<file path="src/rtl/cnt_seq_if.sv">
// cnt_seq_if: control/status bundle between cnt_seq_ctrl and its surroundings, including the counter handshake.
interface cnt_seq_if #(parameter int PW = 4);
  logic          start;
  logic          abort;
  logic [1:0]    mode;
  logic [3:0]    pre;
  logic [PW-1:0] passes;
  logic          tc_in;
  logic          ce_out;
  logic          up_out;
  logic          L_out;
  logic [3:0]    di_out;
  logic          busy;
  logic          done;
  logic [PW-1:0] pass_cnt;
  modport master (output start, abort, mode, pre, passes, tc_in,
                  input ce_out, up_out, L_out, di_out, busy, done, pass_cnt);
  modport slave  (input start, abort, mode, pre, passes, tc_in,
                  output ce_out, up_out, L_out, di_out, busy, done, pass_cnt);
endinterface

</file>
<file path="src/rtl/cnt_seq_ctrl.sv">
// cnt_seq_ctrl: preloads a 4-bit up/down counter, drives a prescaled ce tick train and counts terminal-count passes.
module cnt_seq_ctrl #(
  parameter int PRESC = 4,
  parameter int PW    = 4
) (
  input  logic     clk,
  input  logic     clr,
  cnt_seq_if.slave bus
);
  typedef enum logic [1:0] {IDLE, LOAD, RUN, DONE} state_t;
  localparam int PB = $clog2(PRESC);
  state_t        state;
  logic [PB-1:0] presc;
  logic          bounce, up, tick, hit;
  logic [3:0]    di;
  logic [PW-1:0] passes_r, cnt;
  assign tick = state == RUN && presc == PB'(PRESC - 1);
  assign hit  = tick && bus.tc_in;
  // abort gates ce in the very cycle it is raised; bounce suppresses the wrap at terminal count
  assign bus.ce_out   = !bus.abort && (state == LOAD || (tick && !(bounce && bus.tc_in)));
  assign bus.L_out    = state == LOAD;
  assign bus.busy     = state == LOAD || state == RUN;
  assign bus.done     = state == DONE;
  assign bus.up_out   = up;
  assign bus.di_out   = di;
  assign bus.pass_cnt = cnt;
  always_ff @(posedge clk or negedge clr)
    if (!clr) begin
      state    <= IDLE;
      presc    <= '0;
      bounce   <= 1'b0;
      up       <= 1'b0;
      di       <= '0;
      passes_r <= '0;
      cnt      <= '0;
    end else
      case (state)
        IDLE: if (bus.start && !bus.abort) begin
          bounce   <= bus.mode == 2'b10;
          di       <= bus.pre;
          passes_r <= bus.passes;
          cnt      <= '0;
          if (bus.passes == '0) state <= DONE;
          else begin
            state <= LOAD;
            up    <= bus.mode != 2'b01;
          end
        end
        LOAD: begin
          presc <= '0;
          state <= bus.abort ? IDLE : RUN;
        end
        RUN: if (bus.abort) state <= IDLE;
        else begin
          presc <= tick ? '0 : presc + 1'b1;
          if (hit) begin
            cnt <= (cnt == '1) ? cnt : cnt + 1'b1;
            if (bounce) up <= ~up;
            if (cnt + 1'b1 == passes_r) state <= DONE;
          end
        end
        default: state <= IDLE;
      endcase
endmodule
</file>
<file path="src/flat_wrapper.sv">
// flat-port wrapper written by rule: the top's interface ports become plain ports
module cnt_seq_ctrl_flat 
#(
  parameter int PRESC = 4,
  parameter int PW    = 4
)
  (clk, clr, bus_start, bus_abort, bus_mode, bus_pre, bus_passes, bus_tc_in, bus_ce_out, bus_up_out, bus_L_out, bus_di_out, bus_busy, bus_done, bus_pass_cnt);
  cnt_seq_if #(.PW(PW)) bus_i ();
  input  logic clk;
  input  logic clr;
  input wire logic [$bits(bus_i.start)-1:0] bus_start;
  input wire logic [$bits(bus_i.abort)-1:0] bus_abort;
  input wire logic [$bits(bus_i.mode)-1:0] bus_mode;
  input wire logic [$bits(bus_i.pre)-1:0] bus_pre;
  input wire logic [$bits(bus_i.passes)-1:0] bus_passes;
  input wire logic [$bits(bus_i.tc_in)-1:0] bus_tc_in;
  output wire logic [$bits(bus_i.ce_out)-1:0] bus_ce_out;
  output wire logic [$bits(bus_i.up_out)-1:0] bus_up_out;
  output wire logic [$bits(bus_i.L_out)-1:0] bus_L_out;
  output wire logic [$bits(bus_i.di_out)-1:0] bus_di_out;
  output wire logic [$bits(bus_i.busy)-1:0] bus_busy;
  output wire logic [$bits(bus_i.done)-1:0] bus_done;
  output wire logic [$bits(bus_i.pass_cnt)-1:0] bus_pass_cnt;
  assign bus_i.start = bus_start;
  assign bus_i.abort = bus_abort;
  assign bus_i.mode = bus_mode;
  assign bus_i.pre = bus_pre;
  assign bus_i.passes = bus_passes;
  assign bus_i.tc_in = bus_tc_in;
  assign bus_ce_out = bus_i.ce_out;
  assign bus_up_out = bus_i.up_out;
  assign bus_L_out = bus_i.L_out;
  assign bus_di_out = bus_i.di_out;
  assign bus_busy = bus_i.busy;
  assign bus_done = bus_i.done;
  assign bus_pass_cnt = bus_i.pass_cnt;
  cnt_seq_ctrl #(.PRESC(PRESC), .PW(PW)) u_core (.clk(clk), .clr(clr), .bus(bus_i));
endmodule
</file>
<file path="config.mk">
export PLATFORM = sky130hd
export DESIGN_NAME = cnt_seq_ctrl_flat
export DESIGN_NICKNAME = d
export VERILOG_FILES = /design/src/rtl/cnt_seq_if.sv /design/src/rtl/cnt_seq_ctrl.sv /design/src/flat_wrapper.sv
export SDC_FILE = /design/constraint.sdc
export NUM_CORES = 1
export LEC_CHECK = 0
export BUFFER_PORTS_ARGS = -buffer_cell sky130_fd_sc_hd__buf_2
export CORE_MARGIN = 3
export CORE_UTILIZATION = 47
export CTS_CLUSTER_SIZE = 28
export DETAILED_ROUTE_END_ITERATION = 10
export GPL_ROUTABILITY_DRIVEN = 0
export HOLD_SLACK_MARGIN = 0.03
export PLACE_DENSITY = 0.75
export SETUP_SLACK_MARGIN = 0.4
export SYNTH_ARGS = -nofsm -noshare
export SYNTH_HDL_FRONTEND = slang
export SYNTH_SLANG_ARGS = --single-unit
</file>
<file path="constraint.sdc">
create_clock -name clk -period 1.8 [get_ports clk]
set_clock_uncertainty 0.2 [all_clocks]
set_input_delay 0.27 -clock clk [delete_from_list [all_inputs] [get_ports clk]]
set_output_delay 0.27 -clock clk [all_outputs]
set_load 0.02 [all_outputs]
</file>
==> flow_metrics.py, run 1 <==
metrics = {
    "setup_path": {
        "start_kind": "register",
        "crit_type": "register to register",
        "r2r-start": "u_core.state[1]",
        "ff2ff_path_depth": 8,
        "crit_start": "u_core.state[1]",
        "cp_max_fo": 5,
        "regToRegEndpoint": "u_core.bus.up_out",
        "critical_path_required_ns": 1.79,
        "rrSetupSlack_ns": -0.32,
        "arrival_ns": 2.11,
        "end_kind": "register",
    },
    "global_route": {
        "grt_util_met1_pct": 32.3,
        "grt_antenna_before_repair": 0,
        "grt_busiest_layer": "met2",
        "use_met2_pct": 43.9,
        "grt_use_met3_pct": 4.90,
        "grt_pass1_wl_um": 5370,
        "grt_pass1_vias": 1120,
        "grt_max_degree": 19,
        "overflow": 0,
        "grt_usage_pct": 26.1,
    },
    "floorplan": {
        "start_util_pct": 50.0,
        "core_area_um2": 2230,
        "fp.dieH_um": 54.8,
        "die_area_um2": 3000,
        "ios": 28,
        "dieWidth_um": 54.8,
        "placement_rows": 17,
    },
    "synthesis": {
        "synthFlopType": "dfrtp_1",
        "synth_enable_flop_cells": 0,
        "synth_fp_nets": 128,
        "yosys_warnings": 0,
        "synth_top_family_by_area": "simple AND/OR/NAND/NOR gates",
        "yosys.area_share.simple_pct": 18.6,
        "netlist_top_cells_area": "dfrtp_1 (40%), mux2_1 (8.1%), ha_1 (6.7%), nand2b_1 (2.8%), inv_1 (2.7%)",
        "synth_top_area_share_pct": 40.3,
        "synth_compound_area_share_pct": 15.5,
        "netlist_area_um2": 1120,
        "synth_top_area_cell": "dfrtp_1",
        "synth_xor_area_share_pct": 6.05,
        "yosysSeqAreaShare_pct": 40.3,
        "yosys.cell_count.top_type": "dfrtp_1",
        "synthAdderAreaFrac_pct": 6.72,
        "ys_top_cells_by_count": "dfrtp_1 (18), inv_1 (8), mux2_1 (8), nor2_1 (7)",
        "synthMuxAreaShare_pct": 9.41,
        "syn_inst": 107,
        "ys_seq_elements": 18,
        "synth_cell_types": 37,
        "ys_async_sr_fraction_pct": 100,
        "avgSynthCellArea_um2": 10.4,
    },
    "clocking": {
        "cts.sink_count": 18,
        "clockBufferDepth": 2,
        "cts_root_buf": "clkbuf_4",
        "numCtsBuffers": 3,
        "cts_max_level": 1,
        "cts_tree": "done",
        "clk_latency_ns": 0.30,
        "clk_pin_slew_worst_paths_ns": 0.12,
    },
    "finish": {
        "drive_gt1_share_pct": 55.0,
        "area_delta_synth_final_pct": 78.4,
        "fill_cells": 86,
        "antenna_cells": 0,
        "nets": 202,
    },
    "timing": {
        "rsz0062_at_grt": "true",
        "slew_headroom_pct": 71.7,
        "min_period_ns": 2.12,
        "layout_setup_ws_ns": -0.324,
        "fmax_ghz": 0.471,
        "max_slew.worst_pin.slew_ns": 0.424,
        "setup_viol": 9,
        "min_period_over_period_pct": 118,
        "slew_viol_final": 0,
        "setup_tns_ns": -1.42,
        "hold_viol_final": 0,
    },
    "detailed_routing": {
        "routedWlPerCell_um": 20.2,
        "totalWireLength_um": 4190,
        "num_vias": 1218,
        "post-route-drc-count": 0,
        "drt_iter0_drc": 57,
        "dr.pass1.iters": 4,
        "antenna_left": 0,
        "viasPerCell": 5.86,
    },
    "pwr": {
        "p_per_area_nw_per_um2": 1560,
        "power_w": 0.00312,
        "vdd_drop_max_mv": 1.07,
        "power.leakage_nw": 0.932,
    },
    "worst_hold_path": {
        "hold_path_end": "u_core.bounce",
        "hold_depth": 3,
        "min-delay-start": "bus_mode[0]",
        "hold_class": "input pin to register",
    },
    "placement": {
        "hpwl_um": 2080,
        "portBuffers": 27,
        "pre_cts_ws_ns": -0.0663,
    },
    "outcome": {
        "status": "finished with violations",
        "violations": "setup timing",
    },
    "job": {
        "maxCapViolations": 0,
    },
}
==> worst max-delay path by stage <==
stage	cells after the start	slack, ns	to
6_report	8	-0.32	u_core.bus.up_out
5_1_grt	8	-0.41	u_core.bus.up_out
4_1_cts	7	-0.16	u_core.bus.pass_cnt[0]
3_5_place_dp	6	-0.07	u_core.bus.pass_cnt[0]
3_3_place_gp	6	-0.02	u_core.bus.pass_cnt[0]
2_1_floorplan	6	-0.05	u_core.bus.pass_cnt[0]
==> metal layers <==
layer  share of wire [%]  routed length (um)  vias to the layer above
li1                    -                   -                      540
met1                  38                1590                      605
met2                  53                2230                       63
met3                 6.4                 270                       10
met4                 2.6                 109                        0
met5                   0                   0                        -
==> cell type report <==
class,instances,area (um2),share of cell area [%]
timing repair buffer,70,597,29.9
clock buffer,4,36.3,1.82
inverter,8,35.0,1.76
sequential,18,453,22.7
multi-input combinational,80,837,42.0
tap,28,35.0,1.76
==> state kept, by name, summed over array words and instances, names as in the netlist <==
register	cells
u_core.bus.up_out	1
u_core.bus.pass_cnt	4
u_core.state	2
u_core.presc	2
u_core.bounce	1
u_core.passes_r	4
u_core.bus.di_out	4
==> placed cells by master (no fill, tap or decap), types with 2 or more instances in the layout <==
cell	instances
dfrtp_1	16
buf_2	19
dfrtp_2	2
dlygate4sd3_1	10
nand2_2	3
nor3_1	2
nor2_1	6
ha_4	5
buf_4	17
a21oi_1	4
clkbuf_4	3
nand2_1	3
a41o_1	2
o22ai_1	2
mux2_4	9
nand3_1	2
nand2_8	2
xnor2_1	3
and3_1	2
nand2b_1	5
nand4_1	3
inv_1	6
buf_6	23
==> metrics by stage <==
stage                     util [%]  area [um2]  instances  hold slack (ns)
after floorplan                  -        1190        107           -0.226
after global placement        66.5        1490        178           0.0339
after detailed placement      66.5        1490        178           0.0334
after CTS                     85.3        1910        203           0.0373
after global routing          89.2        1990        208           0.0522
final                         89.2        1990        208           0.0541
==> cell families after synthesis <==
family                     Yosys count
and+or+nand+nor                     37
AOI/OAI and AO/OA                   21
DFF                                 18
buffers and inverters               10
muxes                                9
xor gates and xnor gates             6
adders and majority gates            6
==> where the power goes <==
group	internal [W]	switching [W]
logic	0.00112	0.00102
clock network	0.000123	0.000139
registers	0.000569	0.000146
total	0.00181	0.00131
==> critical path: stages (launching register included) <==
cell	delay, ns
dfrtp_1	0.45
buf_6	0.15
inv_6	0.06
ha_4	0.18
nand2b_4	0.07
a221oi_4	0.33
buf_4	0.20
a21oi_1	0.07
nor3b_1	0.28
==> timing repair <==
| item | CTS | global route |
|---|---|---|
| hold buffers | 10 | 0 |
| resized for setup | 53 | 9 |
| cloned | 1 | 0 |
| hold endpoints to repair | 27 | 0 |
| buffers inserted | 10 | 5 |
| pin swaps | 11 | 9 |
| endpoints found under the setup margin | 25 | 27 |
Power figures use the tool's default switching activity.
==> inputs of run 2 (changes only) <==
--- a/config.mk
+++ b/config.mk
@@ -5,6 +5,7 @@
 export SDC_FILE = /design/constraint.sdc
 export NUM_CORES = 1
 export LEC_CHECK = 0
+export ABC_AREA = 0
 export BUFFER_PORTS_ARGS = -buffer_cell sky130_fd_sc_hd__buf_2
 export CORE_MARGIN = 3
 export CORE_UTILIZATION = 47
@@ -14,6 +15,7 @@
 export HOLD_SLACK_MARGIN = 0.03
 export PLACE_DENSITY = 0.75
 export SETUP_SLACK_MARGIN = 0.4
+export SKIP_CTS_REPAIR_TIMING = 1
 export SYNTH_ARGS = -nofsm -noshare
 export SYNTH_HDL_FRONTEND = slang
 export SYNTH_SLANG_ARGS = --single-unit
==> flow_metrics.py, run 2 (synthesis gave the netlist of run 1 again) <==
metrics = {
    "placement": {
        "post_dp_cell_area_um2": 1490,
        "place_inst": 178,
        "portBuffers": 27,
        "hpwl_um": 2080,
        "pre_cts_ws_ns": -0.0663,
    },
    "floorplan": {
        "dieWidth_um": 54.8,
        "die_area_um2": 3000,
        "ios": 28,
        "core_area_um2": 2230,
        "placement_rows": 17,
        "start_util_pct": 50.0,
        "fp.dieH_um": 54.8,
    },
    "timing": {
        "slew_viol_final": 0,
        "setup_viol": 9,
        "slew_headroom_pct": 71.6,
        "fmax_ghz": 0.475,
        "hold_viol_final": 0,
        "min_period_over_period_pct": 117,
        "rsz0062_at_grt": "true",
        "holdWs_ns": 0.0416,
        "min_period_ns": 2.11,
        "max_slew.worst_pin.slew_ns": 0.422,
        "layout_setup_ws_ns": -0.306,
    },
    "setup_path": {
        "max_stage_delay_ns": 0.47,
        "cp_slowest_cell": "dfrtp_2",
        "start_kind": "register",
        "end_kind": "register",
        "cp_num_buf_inv": 2,
        "path_delay_family": "flip-flops",
        "critical_path_required_ns": 1.81,
        "cp_cell_sequence": "ha_4, buf_12, nand2b_4, a221oi_4, buf_4, a21oi_1, nor3b_1",
        "arrival_ns": 2.11,
        "crit_type": "register to register",
        "cp_max_fo": 5,
    },
    "finish": {
        "mostFrequentLayoutCell": "buf_2",
        "fill_cells": 114,
        "finalInstanceArea_um2": 1870,
        "drive_gt1_share_pct": 51.5,
        "multi_input_area_um2": 793,
        "stdcell_count": 199,
        "register_area_um2": 454,
        "area_delta_synth_final_pct": 67.2,
        "antenna_cells": 0,
        "final_cell_mix": "buf_2 (20), buf_6 (16), buf_4 (15), dfrtp_1 (15), dlygate4sd3_1 (10)",
        "nets": 193,
    },
    "clocking": {
        "cts_max_level": 1,
        "numCtsBuffers": 3,
        "clk_pin_slew_worst_paths_ns": 0.12,
        "cts_root_buf": "clkbuf_4",
        "cts.sink_count": 18,
        "clockBufferDepth": 2,
        "cts_tree": "done",
        "clk_latency_ns": 0.31,
    },
    "detailed_routing": {
        "viasPerCell": 5.76,
        "post-route-drc-count": 0,
        "drt_iter0_drc": 21,
        "antenna_left": 0,
        "num_vias": 1146,
        "routedWlPerCell_um": 17.9,
        "dr.pass1.iters": 4,
        "totalWireLength_um": 3560,
    },
    "worst_hold_path": {
        "hold_class": "input pin to register",
    },
    "global_route": {
        "grt_pass1_vias": 916,
        "grt_antenna_before_repair": 0,
        "grt_usage_pct": 20.0,
        "overflow": 0,
        "grt_pass1_wl_um": 4180,
        "grt_max_degree": 19,
    },
    "pwr": {
        "p_per_area_nw_per_um2": 1510,
        "vdd_drop_max_mv": 1.03,
        "power_w": 0.00283,
        "power.leakage_nw": 0.873,
    },
    "job": {
        "maxCapViolations": 0,
    },
    "outcome": {
        "violations": "setup timing",
        "status": "finished with violations",
    },
}
==> run 2: cell types whose count changed in the layout (fill, tap and decap cells not counted), moves of 2 or more <==
| cell | change |
|---|---|
| buf_6 | -7 |
| buf_4 | -2 |
| nand2_2 | -2 |
| nand2_1 | +2 |
==> run 2: layout make-up <==
class,count,share of cell area (%)
flip-flops and latches,18,24.3
well taps,28,1.88
multi-input cells,79,42.5
clock buffers,4,1.94
inverters,8,1.94
repair buffers,62,27.5
==> run 2: where the power goes <==
| group | switching, W | internal, W | leakage, nW |
|---|---|---|---|
| combinational | 0.000885 | 0.000962 | 0.630 |
| clock | 0.000142 | 0.000124 | 0.0210 |
| sequential | 0.000143 | 0.000571 | 0.222 |
==> run 2: worst min-delay path: stages <==
cell      delay (ns)
buf_2           0.09
nand2b_1        0.11
o21ai_1         0.06
==> run 2: per-stage QoR <==
stage | util (%) | setup TNS (ns)
floorplan | - | -0.0878
global placement | 66.5 | -0.0272
detailed placement | 66.5 | -0.221
CTS | 68.1 | -0.736
global route | 83.6 | -1.91
finish | 83.6 | -1.52
==> run 2: layer usage <==
metal	vias to the layer above	wire length [um]	global-route usage, %
met3	6	209	4.36
met2	52	1860	31.5
met4	0	57	8.30
li1	516	-	-
met5	-	0	0
met1	572	1440	26.2
==> run 2: path summary, 6_finish.rpt <==
kind,start,endpoint,slack [ns],cells past startpoint
hold reg to reg,u_core.bus.di_out[2],u_core.bus.di_out[2],0.32,1
setup / recovery,u_core.state[1],u_core.bus.up_out,-0.31,7
hold / removal,bus_mode[0],u_core.bounce,0.04,3
setup reg to reg,u_core.state[1],u_core.bus.up_out,-0.31,7
max in group asynchronous,clr,u_core.bus.pass_cnt[1],0.86,2
min in group asynchronous,clr,u_core.passes_r[2],0.21,2
